[config.mk]
export PLATFORM = sky130hd
export DESIGN_NAME = spark_sequencer
export DESIGN_NICKNAME = d
export VERILOG_FILES = /design/src/rtl/spark_sequencer.sv
export SDC_FILE = /design/constraint.sdc
export NUM_CORES = 1
export LEC_CHECK = 0
export CAP_MARGIN = 20
export CORE_UTILIZATION = 55
export CTS_CLUSTER_DIAMETER = 150
export CTS_CLUSTER_SIZE = 28
export DETAILED_ROUTE_END_ITERATION = 10
export HOLD_SLACK_MARGIN = 0.1
export PLACE_DENSITY = 0.79
export SYNTH_ARGS = -nofsm -noshare
export SYNTH_HDL_FRONTEND = slang
export SYNTH_SLANG_ARGS = --single-unit
[constraint.sdc]
create_clock -name sys_clk -period 2.1 [get_ports sys_clk]
set_clock_uncertainty 0.1 [all_clocks]
set_input_delay 0.21 -clock sys_clk [delete_from_list [all_inputs] [get_ports sys_clk]]
set_output_delay 0.21 -clock sys_clk [all_outputs]
set_load 0.02 [all_outputs]
[src/rtl/spark_sequencer.sv]
// Fires one coil per valid change of the igniter position: fixed dwell, then a
// recovery gap, with a one-deep pending slot and a sticky overrun flag.
module spark_sequencer #(
  parameter int unsigned DWELL_CYCLES = 4,
  parameter int unsigned GAP_CYCLES   = 2
) (
  input  logic       sys_clk,
  input  logic       clr_n,
  input  logic [2:0] position,
  input  logic       enable,
  output logic [7:0] coil,
  output logic       busy,
  output logic [7:0] fire_count,
  output logic       overrun
);

  typedef enum logic [1:0] {IDLE, DWELL, GAP} state_e;

  localparam logic [3:0] DWELL_LOAD = 4'(DWELL_CYCLES - 1);
  localparam logic [3:0] GAP_LOAD   = 4'(GAP_CYCLES - 1);

  state_e     state_q, state_d;
  logic [3:0] cnt_q, cnt_d;
  logic [2:0] tgt_q, tgt_d;
  logic       pend_v_q, pend_v_d;
  logic [2:0] pend_pos_q, pend_pos_d;
  logic [2:0] pos_q;
  logic       primed_q;
  logic [7:0] coil_q, coil_d;
  logic       busy_q, busy_d;
  logic [7:0] fire_q, fire_d;
  logic       overrun_q, overrun_d;

  logic       ev;
  logic       start;
  logic [2:0] start_pos;

  always_comb begin
    ev         = primed_q && enable && (position != pos_q);
    state_d    = state_q;
    cnt_d      = cnt_q;
    tgt_d      = tgt_q;
    pend_v_d   = pend_v_q;
    pend_pos_d = pend_pos_q;
    fire_d     = fire_q;
    overrun_d  = overrun_q;
    start      = 1'b0;
    start_pos  = position;

    case (state_q)
      IDLE: begin
        // A slot loaded on the final GAP edge is drained from IDLE rather than lost.
        if (pend_v_q) begin
          start      = 1'b1;
          start_pos  = pend_pos_q;
          pend_v_d   = ev;
          pend_pos_d = position;
        end else if (ev) begin
          start = 1'b1;
        end
      end
      DWELL: begin
        if (cnt_q == 4'd0) begin
          state_d = GAP;
          cnt_d   = GAP_LOAD;
        end else begin
          cnt_d = cnt_q - 4'd1;
        end
      end
      GAP: begin
        if (cnt_q == 4'd0) begin
          if (pend_v_q) begin
            start     = 1'b1;
            start_pos = pend_pos_q;
            pend_v_d  = 1'b0;
          end else begin
            state_d = IDLE;
          end
        end else begin
          cnt_d = cnt_q - 4'd1;
        end
      end
      default: state_d = IDLE;
    endcase

    // In GAP, start means the slot is being consumed, so a new event is not an overrun.
    if ((state_q != IDLE) && ev) begin
      if (pend_v_q && !start) overrun_d = 1'b1;
      pend_v_d   = 1'b1;
      pend_pos_d = position;
    end

    if (start) begin
      state_d = DWELL;
      cnt_d   = DWELL_LOAD;
      tgt_d   = start_pos;
      fire_d  = fire_q + 8'd1;
    end

    coil_d = (state_d == DWELL) ? (8'd1 << tgt_d) : 8'd0;
    busy_d = (state_d != IDLE);
  end

  always_ff @(posedge sys_clk or negedge clr_n) begin
    if (!clr_n) begin
      state_q    <= IDLE;
      cnt_q      <= 4'd0;
      tgt_q      <= 3'd0;
      pend_v_q   <= 1'b0;
      pend_pos_q <= 3'd0;
      pos_q      <= 3'd0;
      primed_q   <= 1'b0;
      coil_q     <= 8'd0;
      busy_q     <= 1'b0;
      fire_q     <= 8'd0;
      overrun_q  <= 1'b0;
    end else begin
      state_q    <= state_d;
      cnt_q      <= cnt_d;
      tgt_q      <= tgt_d;
      pend_v_q   <= pend_v_d;
      pend_pos_q <= pend_pos_d;
      pos_q      <= position;
      primed_q   <= 1'b1;
      coil_q     <= coil_d;
      busy_q     <= busy_d;
      fire_q     <= fire_d;
      overrun_q  <= overrun_d;
    end
  end

  assign coil       = coil_q;
  assign busy       = busy_q;
  assign fire_count = fire_q;
  assign overrun    = overrun_q;

endmodule

==> results_dict.tcl <==
set metrics [dict create \
    r2r-start "cnt_q[1]" \
    cts_sinks 35 \
    portBuffers 23 \
    fmax_mhz 488 \
    regToRegEndpoint "coil[6]" \
    track_usage_pct 26.4 \
    dr.pass1.iters 4 \
    synthFlopType "dfrtp_1" \
    ff2ff_setup_slack_ns 0.05 \
    ctsHoldBuffers 0 \
    synthArstFlopShare_pct 100 \
    tightest_slew_ns 0.595 \
    ant_nets 0 \
    grt.busiest_layer "met2" \
    die_h_um 60.9 \
    worstSetupStartpointType "flop" \
    io_pins 24 \
    drive_gt1_share_pct 24.7 \
    end_kind "flop" \
    grt_max_degree 36 \
    critPathRequiredTime_ns 2.25 \
    antenna_cells 0 \
    ir_drop_v 0.000726 \
    crit_fanout 6 \
    rows 21 \
    synth_seq_cells 35 \
    syn_area_um2 1910 \
    period_minus_slack_ns 2.05 \
    nets 235 \
    slew_headroom_pct 60.3 \
    synth_fp_nets 194 \
    setup_ws_ns 0.0490 \
    numCtsBuffers 5 \
    worstSetupPathType "reg2reg" \
    dieWidth_um 60.9 \
    grt_use_met1_pct 32.9 \
    arrival_ns 2.20 \
    outcome "completed" \
    synth-seq-area-share_pct 45.8 \
    grt_pass1_wl_um 6920 \
    avgRoutedWirePerCell_um 16.6 \
    setup_violations 0 \
    area_growth_pct 26.5 \
    synth.distinct_cells 55 \
    grtUsageMet2_pct 43.6 \
    vias 1672 \
    clockBufferDepth 2 \
    grtUsageMet3_pct 6.40 \
    drt_iter0_drc 99 \
    fp.dieArea_um2 3710 \
    finalHoldViolCount 0 \
    yosysTopAreaCell "dfrtp_1" \
    yosys.area.top_type_share_pct 45.8 \
    synth_edf_count 0 \
    h-tree-depth 2 \
    tritoncts "done" \
    root_buffer "clkbuf_4" \
    clock_latency_ns 0.35 \
    drcViolationCount 0 \
    hpwl_um 3190 \
    powerDensity_nw_per_um2 1400 \
    hp-class "in2async" \
    viasPerCell 6.12 \
    max-cap-violations 0 \
    synthTopCellsByArea "dfrtp_1, o21ai_0, mux2_2, xnor2_1, nand2_1" \
    syn_area_per_cell_um2 10.3 \
    core_area_um2 3340 \
    initial_utilization_pct 57.3 \
    drv_slew 0 \
    p_leak_nw 0.984 \
    grt_pass1_vias 1441 \
    period_share_pct 97.7 \
    overflow 0 \
    place_ws_ns -0.0301 \
    clk_pin_slew_ns 0.11 \
    antenna_found_initial 0 \
    worstRegToRegCells 6 \
    wirelength_um 4520 \
    globalplace.congestion 0.991 \
    yosysWarnings 0 \
    whs_ns 0.158 \
    synth_cells 185 \
]
-- registers in the layout (all words and copies together), names as in the netlist --
signal      count
primed_q        1
tgt_q           3
pos_q           3
pend_pos_q      3
pend_v_q        1
cnt_q           4
state_q         2
overrun         1
fire_count      8
coil            8
busy            1
-- metrics by stage --
stage          setup TNS, ns  utilization (%)  power (W)  cells  cell area, µm²
2_1_floorplan              0                -    0.00226    185            1910
3_3_place_gp               0             68.5    0.00278    263            2290
3_5_place_dp         -0.0599             68.5    0.00286    263            2290
4_1_cts                    0             70.5    0.00324    272            2350
5_1_grt              -0.0190             72.4    0.00364    273            2420
6_report                   0             72.4    0.00339    273            2420
-- placed cells by master, fill, tap and decap left out, types with 2 or more instances in the layout --
cell and n:
or3_1 4, o32ai_2 3, dfrtp_1 35, clkinvlp_4 2
nor3b_1 4, inv_1 8, mux2i_1 2, nor3_1 5
a22oi_1 4, or3b_4 2, o21ai_0 12, o22ai_1 2
and2_1 2, a31o_2 2, nor2_1 6, o31ai_1 2
nand2_1 13, inv_2 2, nand2b_1 4, xnor2_1 6
a21oi_1 7, xor2_1 4, o311a_1 2, buf_4 19
a311oi_2 2, nand4_1 2, ha_1 2, or2_2 2
clkbuf_4 5, a31oi_1 2, nand3_1 4, mux2_2 5
clkdlybuf4s50_1 23
-- per-layer routing --
metal  vias up  share of wire (%)  wire length (µm)
met1       816                 41              1840
met5         -                  0                 0
li1        768                  -                 -
met2        74                 50              2270
met3        14                6.1               278
met4         0                3.1               140
-- logic make-up (layout without fill, tap and decap cells) --
kind of cell	Yosys count	after routing	share of synthesized area, %
other cells	1	1	0.196
compound gates	57	57	23.1
xor+xnor	10	10	4.58
buf+inv	19	60	4.45
fa+ha+maj	3	3	1.96
mux	7	7	3.99
simple gates	53	54	15.8
flops	35	35	45.8
-- worst max-delay path, cell delays in order (launching register included) --
cell     delay, ns
dfrtp_1       0.44
inv_2         0.10
ha_4          0.14
or3b_4        0.45
a21oi_2       0.22
nor2_1        0.15
o32ai_1       0.35
-- how the worst max path moves through the flow --
stage / startpoint / depth (start not counted) / slack, ns / end
global route: cnt_q[1] / 6 / -0.02 / coil[6]
detailed placement: position[0] / 6 / -0.03 / fire_count[5]
floorplan: cnt_q[0] / 7 / 0.18 / coil[7]
global placement: position[0] / 6 / 0.04 / tgt_q[2]
finish: cnt_q[1] / 6 / 0.05 / coil[6]
CTS: cnt_q[0] / 7 / 0.005 / coil[3]
-- cell usage after synthesis, drive strengths merged, types with 3 or more instances --
| master | n |
|---|---|
| o32ai | 4 |
| o21ai | 13 |
| nor3b | 5 |
| mux2 | 5 |
| nor2 | 7 |
| or3 | 4 |
| nand2 | 13 |
| nor3 | 5 |
| and2 | 3 |
| a22oi | 4 |
| dfrtp | 35 |
| a21oi | 9 |
| xnor2 | 6 |
| a31o | 3 |
| inv | 10 |
| clkbuf | 3 |
| buf | 6 |
| nand3 | 4 |
| a31oi | 3 |
| ha | 3 |
| nand2b | 5 |
| xor2 | 4 |
-- area by class of cell --
type	instances	area (µm²)
clock buffers	5	37.5
clock inverters	3	20.0
fillers	255	920
inverters	10	37.5
multi-input cells	132	1020
flip-flops and latches	35	876
well taps	46	57.6
repair buffers	42	373
-- what timing repair did --
item / 4_1_cts / 5_1_grt
endpoints found under the setup margin: 2 / 12
gates cloned: 0 / 1
setup buffers: 1 / 0
pin swaps: 0 / 3
resized for setup: 0 / 11
-- report_power, final --
part	leakage (nW)	internal [W]	switching [W]
Combinational	0.527	0.000849	0.000970
Sequential	0.430	0.000915	0.000283
Clock	0.0272	0.000128	0.000244
Note: power is estimated with default switching activity, not from simulation.
